`config.mk`:
```
export PLATFORM = sky130hd
export DESIGN_NAME = cam_stream_source
export DESIGN_NICKNAME = d
export VERILOG_FILES = /design/src/rtl/cam_stream_source.sv
export SDC_FILE = /design/constraint.sdc
export NUM_CORES = 1
export LEC_CHECK = 0
export BUFFER_PORTS_ARGS = -buffer_cell sky130_fd_sc_hd__buf_2
export CORE_ASPECT_RATIO = 1.75
export CORE_UTILIZATION = 32
export DETAILED_ROUTE_END_ITERATION = 8
export HOLD_SLACK_MARGIN = 0.06
export PLACE_DENSITY = 0.47
export SYNTH_ARGS = -nofsm -noshare
export SYNTH_HDL_FRONTEND = slang
export SYNTH_SLANG_ARGS = --single-unit
```
`constraint.sdc`:
```
create_clock -name clk -period 5.14 [get_ports clk]
set_input_delay 0.257 -clock clk [delete_from_list [all_inputs] [get_ports clk]]
set_output_delay 0.257 -clock clk [all_outputs]
set_load 0.03 [all_outputs]
```
`src/rtl/cam_stream_source.sv`:
```
// Camera timing to valid/ready pixel stream; exactly IMG_WIDTH*IMG_HEIGHT pixels per emitted frame.
// One cycle min latency; camera side never stalls, backpressure absorbed by FIFO then pixels dropped/padded.

module cam_fifo #(
  parameter int W     = 8,
  parameter int DEPTH = 16
) (
  input  logic         clk,
  input  logic         rst_n,
  input  logic         wr_en,
  input  logic [W-1:0] wr_data,
  input  logic         rd_en,
  output logic [W-1:0] rd_data,
  output logic         full,
  output logic         empty
);
  localparam int AW = $clog2(DEPTH);

  logic [W-1:0] mem [DEPTH];
  logic [AW:0]  wr_ptr;
  logic [AW:0]  rd_ptr;

  always_ff @(posedge clk or negedge rst_n) begin
    if (!rst_n) begin
      wr_ptr <= '0;
      rd_ptr <= '0;
    end else begin
      if (wr_en) wr_ptr <= wr_ptr + (AW+1)'(1);
      if (rd_en) rd_ptr <= rd_ptr + (AW+1)'(1);
    end
  end

  always_ff @(posedge clk) begin
    if (wr_en) mem[wr_ptr[AW-1:0]] <= wr_data;
  end

  assign rd_data = mem[rd_ptr[AW-1:0]];
  assign empty   = (wr_ptr == rd_ptr);
  assign full    = (wr_ptr[AW] != rd_ptr[AW]) && (wr_ptr[AW-1:0] == rd_ptr[AW-1:0]);
endmodule

module cam_stream_source #(
  parameter int IMG_WIDTH  = 320,
  parameter int IMG_HEIGHT = 240,
  parameter int W          = 8,
  parameter int FIFO_DEPTH = 16,
  parameter int PAD_VALUE  = 0
) (
  input  logic                                       clk,
  input  logic                                       rst_n,
  input  logic                                       cam_vsync,
  input  logic                                       cam_href,
  input  logic                                       cam_pix_valid,
  input  logic [W-1:0]                               cam_data,
  output logic                                       y_valid,
  input  logic                                       y_ready,
  output logic [W-1:0]                               y_data,
  output logic                                       y_sof,
  output logic                                       y_eof,
  output logic                                       overflow,
  output logic                                       frame_skipped,
  output logic [$clog2(IMG_WIDTH*IMG_HEIGHT+1)-1:0]  pix_count
);
  localparam int N  = IMG_WIDTH * IMG_HEIGHT;
  localparam int CW = $clog2(N + 1);
  localparam logic [CW-1:0] N_C    = CW'(N);
  localparam logic [CW-1:0] LAST_C = CW'(N - 1);

  typedef enum logic [1:0] {WAIT_SOF, CAPTURE, DROP, PAD} state_t;

  state_t        state, state_nxt;
  logic          vsync_q, vsync_primed;
  logic          fall, rise, qual;
  logic [CW-1:0] cnt, cnt_nxt;
  logic          wr_en, rd_en, room;
  logic          f_full, f_empty;
  logic [W-1:0]  wr_pix;
  logic [W+1:0]  wr_dat, rd_dat;
  logic          ovf_set, skip_set;

  // vsync_primed masks the first cycle after reset so a vsync already low is not taken as a frame start
  assign fall = vsync_primed && vsync_q && !cam_vsync;
  assign rise = !vsync_q && cam_vsync;
  assign qual = cam_href && cam_pix_valid;

  assign rd_en = !f_empty && y_ready;
  assign room  = !f_full || rd_en;

  always_comb begin
    state_nxt = state;
    cnt_nxt   = cnt;
    wr_en     = 1'b0;
    wr_pix    = cam_data;
    ovf_set   = 1'b0;
    skip_set  = 1'b0;
    case (state)
      WAIT_SOF: begin
        if (fall) begin
          state_nxt = CAPTURE;
          cnt_nxt   = '0;
        end
      end
      CAPTURE: begin
        if (qual && cnt != N_C) begin
          if (room) begin
            wr_en   = 1'b1;
            cnt_nxt = cnt + CW'(1);
          end else begin
            ovf_set   = 1'b1;
            state_nxt = DROP;
          end
        end
        if (rise) state_nxt = (cnt_nxt == N_C) ? WAIT_SOF : PAD;
      end
      DROP: begin
        if (rise) state_nxt = PAD;
      end
      PAD: begin
        wr_pix   = W'(PAD_VALUE);
        skip_set = fall;
        if (room) begin
          wr_en   = 1'b1;
          cnt_nxt = cnt + CW'(1);
          if (cnt_nxt == N_C) state_nxt = WAIT_SOF;
        end
      end
      default: state_nxt = WAIT_SOF;
    endcase
  end

  assign wr_dat = {cnt == '0, cnt == LAST_C, wr_pix};

  always_ff @(posedge clk or negedge rst_n) begin
    if (!rst_n) begin
      state         <= WAIT_SOF;
      cnt           <= '0;
      vsync_q       <= 1'b1;
      vsync_primed  <= 1'b0;
      overflow      <= 1'b0;
      frame_skipped <= 1'b0;
    end else begin
      state         <= state_nxt;
      cnt           <= cnt_nxt;
      vsync_q       <= cam_vsync;
      vsync_primed  <= 1'b1;
      overflow      <= overflow | ovf_set;
      frame_skipped <= skip_set;
    end
  end

  cam_fifo #(.W(W + 2), .DEPTH(FIFO_DEPTH)) u_fifo (
    .clk     (clk),
    .rst_n   (rst_n),
    .wr_en   (wr_en),
    .wr_data (wr_dat),
    .rd_en   (rd_en),
    .rd_data (rd_dat),
    .full    (f_full),
    .empty   (f_empty)
  );

  // Storage is not reset, so the data path is gated to read zero while empty
  assign y_valid   = !f_empty;
  assign y_data    = y_valid ? rd_dat[W-1:0] : '0;
  assign y_eof     = y_valid && rd_dat[W];
  assign y_sof     = y_valid && rd_dat[W+1];
  assign pix_count = cnt;
endmodule

```
==> results.sh <==
export IMPL_outcome="finished clean"
export IMPL_num_antenna_cells=0
export IMPL_place_area_sq_um=9190
export IMPL_routed_wl_mm=21.9
export IMPL_dp_hpwl_mm=15.4
export IMPL_netSwitchingPower_mw=2.00
export IMPL_finalPower_mw=5.58
export IMPL_ant_nets=0
export IMPL_irDropWorstVdd_uv=306
export IMPL_die_area_sq_um=27900
export IMPL_fillers=2486
export IMPL_slew_viol_final=0
export IMPL_cts_root_buf="clkbuf_16"
export IMPL_setup_viol=0
export IMPL_synth_most_common_cell="edfxtp_1"
export IMPL_grt_pass1_vias=5065
export IMPL_place_gp_congestion=0.884
export IMPL_numCtsBuffers=17
export IMPL_swShare=0.358
export IMPL_synth_nets=569
export IMPL_grt_pass1_wl_mm=33.1
export IMPL_die_w_microns=127
export IMPL_cts_resized=0
export IMPL_synth_edff_count=160
export IMPL_period_share=0.734
export IMPL_track_usage=0.167
export IMPL_fin_tns_setup_ps=0
export IMPL_die_h_microns=220
export IMPL_slew_headroom=0.294
export IMPL_cts_buffer_depth=2
export IMPL_power_density_nw_per_um2=569
export IMPL_setup_ws_ps=1370
export IMPL_post_cts_buffers=0
export IMPL_yosys_top_cells_count="edfxtp_1 (160), mux4_2 (50), nor2_1 (34)"
export IMPL_max_cap_violations=0
export IMPL_syn_to_final_growth_pct=12.6
export IMPL_vias_per_cell=5.36
export IMPL_ys_seq_area_frac=0.646
export IMPL_slowest_stage="nor3_2"
export IMPL_hold_viol=0
export IMPL_grt_max_degree=44
export IMPL_fin_hold_ws_ps=304
export IMPL_antenna_found_initial=0
export IMPL_cp_start_kind="register"
export IMPL_nets=599
export IMPL_clock_sinks=193
export IMPL_slowest_delay_ps=870
export IMPL_ff2ff_setup_slack_ps=1370
export IMPL_crit_fanout=12
export IMPL_drc=0
export IMPL_hp_class="in2reg"
export IMPL_async_reset_ff_frac=0.171
export IMPL_coreArea_sq_um=26700
export IMPL_synth_top_area_frac=0.551
export IMPL_layout_drive_gt1_share=0.251
export IMPL_globalRouteOverflowTotal=0
export IMPL_combPwrFrac=0.349
export IMPL_port_buffers=43
export IMPL_end_kind="register"
export IMPL_io_pins=44
export IMPL_place_ws_ps=1390
export IMPL_rsz0062_at_grt="false"
export IMPL_wl_per_cell_microns=23.9
export IMPL_cellLeakagePower_nw=3.36
export IMPL_cts_tree="built"
export IMPL_syn_cell_area_sq_um=8720
export IMPL_fin_skew_ps=13.3
export IMPL_avgSynthCellArea_sq_um=15.9
export IMPL_critPathBufInv=2
export IMPL_seq_power_share=0.404
export IMPL_synth_cells=547
export IMPL_hold_buffers=2
export IMPL_p_int_mw=3.59
export IMPL_ys_warn_count=0
export IMPL_max_freq_ghz=0.265
export IMPL_start_util=0.327
export IMPL_finalCriticalPeriod_ps=3770
export IMPL_yosys_area_top_type="edfxtp_1"
export IMPL_htreeDepth=4
export IMPL_worst_path_dominant_cell_family="simple AND/OR/NAND/NOR gates"
export IMPL_synth_ff_type="edfxtp_1"
export IMPL_first_pass_iters=4
export IMPL_path_cells="inv_1, ha_1, nor4b_2, a41oi_2, o21ai_1, buf_4, nor2_1, nand2_1, nor3_2"
export IMPL_yosysUniqueCellTypes=68
export IMPL_drt_iter0_markers=375
export IMPL_power_frac_clock=0.247
export IMPL_crit_required_ps=5200
export IMPL_synthTopCellsByArea="edfxtp_1 (55%), mux4_2 (13%), dfrtp_1 (9.2%), xnor2_1 (2.7%), nor2_1 (1.5%)"
export IMPL_design_area_sq_um=9820
export IMPL_tightest_slew_ps=1050
export IMPL_synth_seq_cells=193
export IMPL_num_rows=79
export IMPL_cts_clk_slew_worst_paths_ps=70
export IMPL_crit_type="reg2reg"
export IMPL_via_count=4903
export IMPL_clock_latency_ps=440
export IMPL_crit_arrival_ps=3830
[state kept, by name, summed over array words and instances (netlist names), named ones only]
name,count
pix_count,17
u_fifo.rd_ptr,5
u_fifo.wr_ptr,5
frame_skipped,1
vsync_q,1
vsync_primed,1
u_fifo.mem,160
state,1
overflow,1
[per-layer routing]
layer / track usage / wire length, microns
met5: 0 / 0
met4: 0.0587 / 425
met3: 0.0314 / 710
met2: 0.320 / 12600
met1: 0.182 / 8170
[logic make-up after synthesis]
logic type               after synthesis  share of synthesized area
other                                  1                   0.000430
buffers and inverters                 47                     0.0271
XOR/XNOR                              35                     0.0352
flip-flops                           193                      0.646
AND/OR/NAND/NOR                      153                     0.0993
multiplexers                          53                      0.133
AO/OA/AOI/OAI                         57                     0.0475
adder cells (fa/ha/maj)                8                     0.0115
[path summary, 6_finish.rpt]
path                                              start                           end  cells after the start
min reg2reg                u_fifo.rd_ptr[4]$_DFFE_PN0P_  u_fifo.rd_ptr[4]$_DFFE_PN0P_                      1
min                                             y_ready  u_fifo.rd_ptr[2]$_DFFE_PN0P_                      4
min in group asynchronous                         rst_n     pix_count[12]$_DFFE_PN0P_                      2
max                            pix_count[0]$_DFFE_PN0P_    u_fifo.mem[1][8]$_DFFE_PP_                      9
max reg2reg                    pix_count[0]$_DFFE_PN0P_    u_fifo.mem[1][8]$_DFFE_PP_                      9
max in group asynchronous                         rst_n  u_fifo.rd_ptr[0]$_DFFE_PN0P_                      2
[stage by stage]
step,instances,utilization
global route,914,0.368
global placement,880,0.344
finish,914,0.368
floorplan,547,-
detailed placement,880,0.344
CTS,914,0.368
[tightest hold or removal path: cells and delay by family]
kind | cells | cell delay, ps
xor gates and xnor gates | 1 | 60
and+or+nand+nor | 2 | 290
buffers and inverters | 1 | 110
[layout make-up]
cell class,instances,area [sq um],area share
inverters,9,33.8,0.00344
clock buffers,18,429,0.0437
well taps,324,405,0.0413
multi-input cells,307,2870,0.292
clock inverters,14,179,0.0182
repair buffers,49,265,0.0270
flip-flops and latches,193,5630,0.574
[power by group through the flow]
stage | registers, mW | clock network (mW) | logic, mW
5_1_grt | 2.29 | 1.48 | 2.08
3_5_place_dp | 2.29 | 0 | 2.00
6_report | 2.25 | 1.38 | 1.95
3_3_place_gp | 2.27 | 0 | 1.99
4_1_cts | 2.26 | 1.41 | 2.00
2_1_floorplan | 2.18 | 0 | 1.49
[cell usage in the layout (no fill, tap or decap), types with 3 or more instances in the layout]
| master | count |
|---|---|
| nand2b_1 | 5 |
| a21oi_1 | 3 |
| o21ai_1 | 3 |
| nor2b_1 | 13 |
| edfxtp_1 | 160 |
| and2_1 | 12 |
| and3_1 | 5 |
| inv_8 | 3 |
| inv_6 | 3 |
| o22ai_1 | 3 |
| ha_1 | 8 |
| xnor2_1 | 27 |
| and4_1 | 4 |
| dfrtp_1 | 30 |
| buf_4 | 4 |
| nor3_2 | 4 |
| o21ai_0 | 15 |
| inv_1 | 9 |
| nand3_1 | 4 |
| nor3_1 | 5 |
| nand2_1 | 30 |
| or4_1 | 3 |
| nand4_1 | 11 |
| nor4b_1 | 3 |
| mux4_2 | 50 |
| clkbuf_16 | 17 |
| buf_2 | 43 |
| xor2_1 | 8 |
| bufinv_16 | 3 |
| nor4_1 | 5 |
| nor2_1 | 33 |
| a211oi_1 | 4 |
| a22o_1 | 8 |
No activity file was read; power rests on OpenSTA's default activity.
